--- src/rtl/dpram_port_arbiter.sv ---
// rtl/dpram_port_arbiter.sv - round-robin arbiter sharing one DPRAM port between two requesters
//
// Purpose: grants one of two requesters (m0 core, m1 host/loader) per cycle,
// forwards the winning command to the RAM port and steers the 1-cycle-late
// read data back to the requester that issued the read.
// Ports:
//   clk_i, rst_i                 clock, synchronous active-high reset
//   mX_req_i/we_i/addr_i/wdata_i/be_i   requester command (X = 0, 1)
//   mX_gnt_o                     combinational grant
//   mX_rvalid_o/rdata_o          read return, one cycle after the grant
//   mem_addr_o/din_o/be_o/wren_o/rden_o, mem_dout_i   RAM port
// Optional macro DPRAM_ARB_PERF_EN adds m0_gnt_cnt_o, m1_gnt_cnt_o and
// conflict_cnt_o (32-bit wrapping event counters).

module dpram_port_arbiter #(
  parameter int AddrWidth = 10,
  parameter int DataWidth = 32,
  parameter int MaxBurst  = 4
) (
  input  logic                   clk_i,
  input  logic                   rst_i,
  input  logic                   m0_req_i,
  input  logic                   m0_we_i,
  input  logic [AddrWidth-1:0]   m0_addr_i,
  input  logic [DataWidth-1:0]   m0_wdata_i,
  input  logic [DataWidth/8-1:0] m0_be_i,
  output logic                   m0_gnt_o,
  output logic                   m0_rvalid_o,
  output logic [DataWidth-1:0]   m0_rdata_o,
  input  logic                   m1_req_i,
  input  logic                   m1_we_i,
  input  logic [AddrWidth-1:0]   m1_addr_i,
  input  logic [DataWidth-1:0]   m1_wdata_i,
  input  logic [DataWidth/8-1:0] m1_be_i,
  output logic                   m1_gnt_o,
  output logic                   m1_rvalid_o,
  output logic [DataWidth-1:0]   m1_rdata_o,
  output logic [AddrWidth-1:0]   mem_addr_o,
  output logic [DataWidth-1:0]   mem_din_o,
  output logic [DataWidth/8-1:0] mem_be_o,
  output logic                   mem_wren_o,
  output logic                   mem_rden_o,
  input  logic [DataWidth-1:0]   mem_dout_i
`ifdef DPRAM_ARB_PERF_EN
  ,
  output logic [31:0]            m0_gnt_cnt_o,
  output logic [31:0]            m1_gnt_cnt_o,
  output logic [31:0]            conflict_cnt_o
`endif
);

  localparam int BurstWidth = $clog2(MaxBurst + 1);
  localparam logic [BurstWidth-1:0] BurstMax = BurstWidth'(MaxBurst);
  localparam logic [BurstWidth-1:0] BurstOne = BurstWidth'(1);

  generate
    if (MaxBurst < 1) begin : g_bad_max_burst
      $fatal(1, "dpram_port_arbiter: MaxBurst must be >= 1");
    end
  endgenerate

  logic                   owner_q;   // 0 = m0, 1 = m1
  logic [BurstWidth-1:0]  burst_q;
  logic [1:0]             rsel_q;

  logic                   any_req;
  logic                   both_req;
  logic                   win1;
  logic                   sel_we;
  logic [AddrWidth-1:0]   sel_addr;
  logic [DataWidth-1:0]   sel_wdata;
  logic [DataWidth/8-1:0] sel_be;

  // Reset gates the request view so every output is quiet while rst_i is high.
  always_comb begin
    any_req  = ~rst_i & (m0_req_i | m1_req_i);
    both_req = ~rst_i & m0_req_i & m1_req_i;
    if (both_req) begin
      // Owner keeps the port until its burst is used up, then hands over.
      win1 = (burst_q == BurstMax) ? ~owner_q : owner_q;
    end else begin
      win1 = m1_req_i;
    end
    sel_we    = win1 ? m1_we_i    : m0_we_i;
    sel_addr  = win1 ? m1_addr_i  : m0_addr_i;
    sel_wdata = win1 ? m1_wdata_i : m0_wdata_i;
    sel_be    = win1 ? m1_be_i    : m0_be_i;
  end

  assign m0_gnt_o   = any_req & ~win1;
  assign m1_gnt_o   = any_req & win1;
  assign mem_addr_o = any_req ? sel_addr : '0;
  assign mem_din_o  = any_req ? sel_wdata : '0;
  assign mem_be_o   = (any_req & sel_we) ? sel_be : '0;
  assign mem_wren_o = any_req & sel_we;
  assign mem_rden_o = any_req & ~sel_we;

  always_ff @(posedge clk_i) begin
    if (rst_i) begin
      owner_q <= 1'b0;
      burst_q <= '0;
      rsel_q  <= 2'b00;
    end else begin
      rsel_q <= {m1_gnt_o & ~m1_we_i, m0_gnt_o & ~m0_we_i};
      if (!any_req) begin
        burst_q <= '0;
      end else if (win1 == owner_q) begin
        if (burst_q != BurstMax) begin
          burst_q <= burst_q + BurstOne;
        end
      end else begin
        owner_q <= win1;
        burst_q <= BurstOne;
      end
    end
  end

  // A pending return is dropped as soon as reset is seen, not one cycle later.
  assign m0_rvalid_o = rsel_q[0] & ~rst_i;
  assign m1_rvalid_o = rsel_q[1] & ~rst_i;
  assign m0_rdata_o  = m0_rvalid_o ? mem_dout_i : '0;
  assign m1_rdata_o  = m1_rvalid_o ? mem_dout_i : '0;

`ifdef DPRAM_ARB_PERF_EN
  logic [31:0] m0_gnt_cnt_q;
  logic [31:0] m1_gnt_cnt_q;
  logic [31:0] conflict_cnt_q;

  always_ff @(posedge clk_i) begin
    if (rst_i) begin
      m0_gnt_cnt_q   <= '0;
      m1_gnt_cnt_q   <= '0;
      conflict_cnt_q <= '0;
    end else begin
      if (m0_gnt_o) m0_gnt_cnt_q <= m0_gnt_cnt_q + 32'd1;
      if (m1_gnt_o) m1_gnt_cnt_q <= m1_gnt_cnt_q + 32'd1;
      if (both_req) conflict_cnt_q <= conflict_cnt_q + 32'd1;
    end
  end

  assign m0_gnt_cnt_o   = m0_gnt_cnt_q;
  assign m1_gnt_cnt_o   = m1_gnt_cnt_q;
  assign conflict_cnt_o = conflict_cnt_q;
`endif

endmodule
--- config.mk ---
export PLATFORM = sky130hd
export DESIGN_NAME = dpram_port_arbiter
export DESIGN_NICKNAME = d
export VERILOG_FILES = /design/src/rtl/dpram_port_arbiter.sv
export SDC_FILE = /design/constraint.sdc
export NUM_CORES = 1
export LEC_CHECK = 0
export BUFFER_PORTS_ARGS = -buffer_cell sky130_fd_sc_hd__buf_4
export CAP_MARGIN = 20
export CORE_AREA = 2 2 96 98
export CTS_CLUSTER_DIAMETER = 50
export DETAILED_ROUTE_END_ITERATION = 6
export DIE_AREA = 0 0 98 100
export PLACE_DENSITY = 0.54
export REMOVE_ABC_BUFFERS = 1
export SLEW_MARGIN = 10
export SYNTH_ARGS = -nofsm -noshare
export SYNTH_HDL_FRONTEND = slang
export SYNTH_SLANG_ARGS = --single-unit
--- constraint.sdc ---
create_clock -name clk_i -period 2.8 [get_ports clk_i]
set_clock_uncertainty 0.05 [all_clocks]
set_input_delay 0.56 -clock clk_i [delete_from_list [all_inputs] [get_ports clk_i]]
set_output_delay 0.56 -clock clk_i [all_outputs]
set_load 0.005 [all_outputs]
==> key figures <==
Global routing
  – Number of global-route vias before repair: 2209
  – First-pass GRT wire length: 10900 um
  – Largest net degree at the start of global routing: 46
  – All-Layer GR Usage: a little over an eighth
  – Initial antenna violation count: 0
  – Grt ovf: 0

Synthesis
  – Primary FF master, synth: dfxtp_1
  – Seq/Total Area, Yosys: 8.94%
  – Largest cells by area after synthesis: and2_1 31%, a22o_1 28%, dfxtp_1 8.9%
  – Yosys reg bits: 6
  – Area leader, netlist: and2_1
  – Syn avg cell area: between 7 and 8 um2
  – Synth Instances: 184
  – Number of synthesized flops with an enable pin: 0
  – Top-area cell type share of the netlist area: 30.7%
  – Ys Warns: 0
  – Async set or reset register ratio after synthesis: 0%
  – Cell Area, Synth: 1340 um2
  – Synth unique cells: 28

Outcome
  – Status: finished clean

Routing
  – DRC Markers: 0
  – Pre-Repair DR Iteration Count: 4
  – Final ANT Viol Nets: 0
  – Drt via density: 4.31
  – WL final: 8100 um
  – Vias: 2322
  – Drt first-iter violations: 36
  – WL/cell: about 15 um

Setup path
  – RR Endpoint: rsel_q[1]
  – Kind of critical path: reg -> out
  – R2R depth: 7
  – RR Startpoint: burst_q[1]
  – Crit-path max FO: 7
  – R2r setup slk: 0.96 ns
  – Critical path launch point type: flop
  – Critical Path RT: 2.19 ns
  – Critical Path Start: burst_q[1]
  – Setup crit end kind: output port
  – Critical Path AT: between 2 and 2.5 ns

Floorplan
  – Die footprint: 9800 um2
  – IO Pins: 246
  – Row cnt: 35
  – Starting density of the core: 15.1%
  – CORE AREA: 8890 um2
  – Die Y: ~100 um
  – Width of the die: approximately 98 um

Layout
  – ANT cells: 0
  – Multi-input logic area: 1090 um2
  – End-of-flow core utilization: between 30% and 40%
  – Cell area after layout: approximately 3500 um2
  – Reg area: 123 um2
  – Fillers: 920
  – Share of layout cells above drive strength 1: 62.6%
  – Layout area overhead: 157%
  – Final net count: 562

Worst hold path
  – Worst hold endpoint: burst_q[1]
  – Worst hold stages: 2
  – Hold path start: burst_q[1]
  – Tightest Hold Check Type: reg -> reg

Power and ir drop
  – Pleak: 1.90 nW
  – Maximum VDD drop: ~0.000098 V
  – Pwr Density: 180 nW/um2

Timing
  – Fin. Hold Viols: 0
  – Fmax: 366 MHz
  – Unrepaired setup endpoints after global routing: no
  – Final setup margin: 0.0662 ns
  – Final Max Slew Viols: 0
  – Setup violators final: 0
  – Worst-Margin Slew: 0.356 ns
  – Crit share post-route: between 90% and 100%
  – Final min period: around 2.7 ns
  – Slew headroom: 75.7%
  – Hold WS: 0.425 ns

CTS
  – Cts bufs inserted: 3
  – Reg clk slew, reported paths: 0.04 ns
  – Clock Tree Buf Depth: 2
  – Clk sink count: 6
  – H-tree lvl count: 1
  – Worst-Skew Late Latency: approximately 0.22 ns
  – CTS Hold Bufs: 0
  – TritonCTS clock tree: yes
  – CTS Root Buffer Type: clkbuf_8

Place
  – Setup Slack @ Placement: 0.247 ns
  – DPL Wire Length: 6480 um
  – I/O Buffers: 245
  – GPL Wtd Cong: 0.747
  – Dpl cell area: 3290 um2

Job
  – Max-Cap Viols: 0
==> routing by layer <==
layer,wire (um),vias to the layer above,global-route usage (%)
li1,-,1148,-
met1,2720,1024,14.2
met2,4510,148,27.1
met3,839,2,3.69
met4,27,0,1.28
met5,0,-,0
==> cell usage in the layout (no fill, tap or decap), types with 4 or more instances in the layout <==
cell	count
nand2b_1	4
nand2_1	4
and2_1	66
inv_1	9
buf_4	250
o32ai_1	4
dfxtp_1	4
nor2_1	4
a22o_1	43
==> worst max-delay path, cell delays in order, from the launching register on <==
cell and delay, ns:
dfxtp_2 0.33, inv_1 0.04, ha_2 0.17, and3b_2 0.23
or3_4 0.33, and3b_4 0.25, clkbuf_16 0.18, a22o_1 0.23
buf_4 0.13
==> Yosys cell counts (2+ instances only) <==
| master | count |
|---|---|
| nand2_1 | 4 |
| inv_1 | 9 |
| a22o_1 | 43 |
| and2_1 | 66 |
| and3b_1 | 2 |
| buf_6 | 5 |
| a21oi_1 | 3 |
| dfxtp_1 | 6 |
| nand2b_1 | 4 |
| ha_1 | 2 |
| buf_2 | 5 |
| o21ai_0 | 3 |
| o32ai_1 | 4 |
| nand3_1 | 3 |
| clkbuf_1 | 7 |
| nor2_1 | 4 |
| nor2b_1 | 2 |
| a21boi_0 | 2 |
==> kinds of logic after synthesis <==
| logic type | count (synthesis) | share of synthesized area [%] |
|---|---|---|
| and+or+nand+nor | 89 | 41.2 |
| AOI/OAI and AO/OA | 61 | 37.5 |
| buffers and inverters | 26 | 10.5 |
| DFF | 6 | 8.94 |
| adders and majority gates | 2 | 1.86 |
==> cell type report <==
cell class	instances	area share, %
Multi-Input combinational cell	152	31.7
Inverter	9	0.977
Tap cell	111	4.02
Sequential cell	6	3.55
Clock buffer	3	1.19
Timing Repair Buffer	258	58.6
==> report_power, final <==
group	switching, mW	internal (mW)	leakage (nW)
clock network	0.0331	0.0920	0.0216
registers	0.00309	0.0908	0.0499
logic	0.141	0.261	1.82
==> state kept, by name, summed over array words and instances, names as in the netlist <==
register	cells
burst_q	3
owner_q	1
rsel_q	2
==> through the flow <==
stage                     cells  total power [mW]  TNS (ns)
after floorplan             167             0.200     -5.20
after global placement      530             0.477         0
after detailed placement    530             0.480         0
after CTS                   533             0.607         0
after global routing        539             0.664         0
final                       539             0.621         0
==> how the worst max path moves through the flow <==
stage               endpoint
5_1_grt        mem_din_o[18]
6_report       mem_din_o[11]
3_5_place_dp   mem_din_o[17]
4_1_cts        mem_din_o[17]
3_3_place_gp   mem_din_o[17]
2_1_floorplan  mem_addr_o[0]
==> timing repair <==
action	4_1_cts	5_1_grt
gates resized for setup	0	8
setup endpoints to repair	0	43
buffers inserted	0	0
Power figures use the tool's default switching activity.
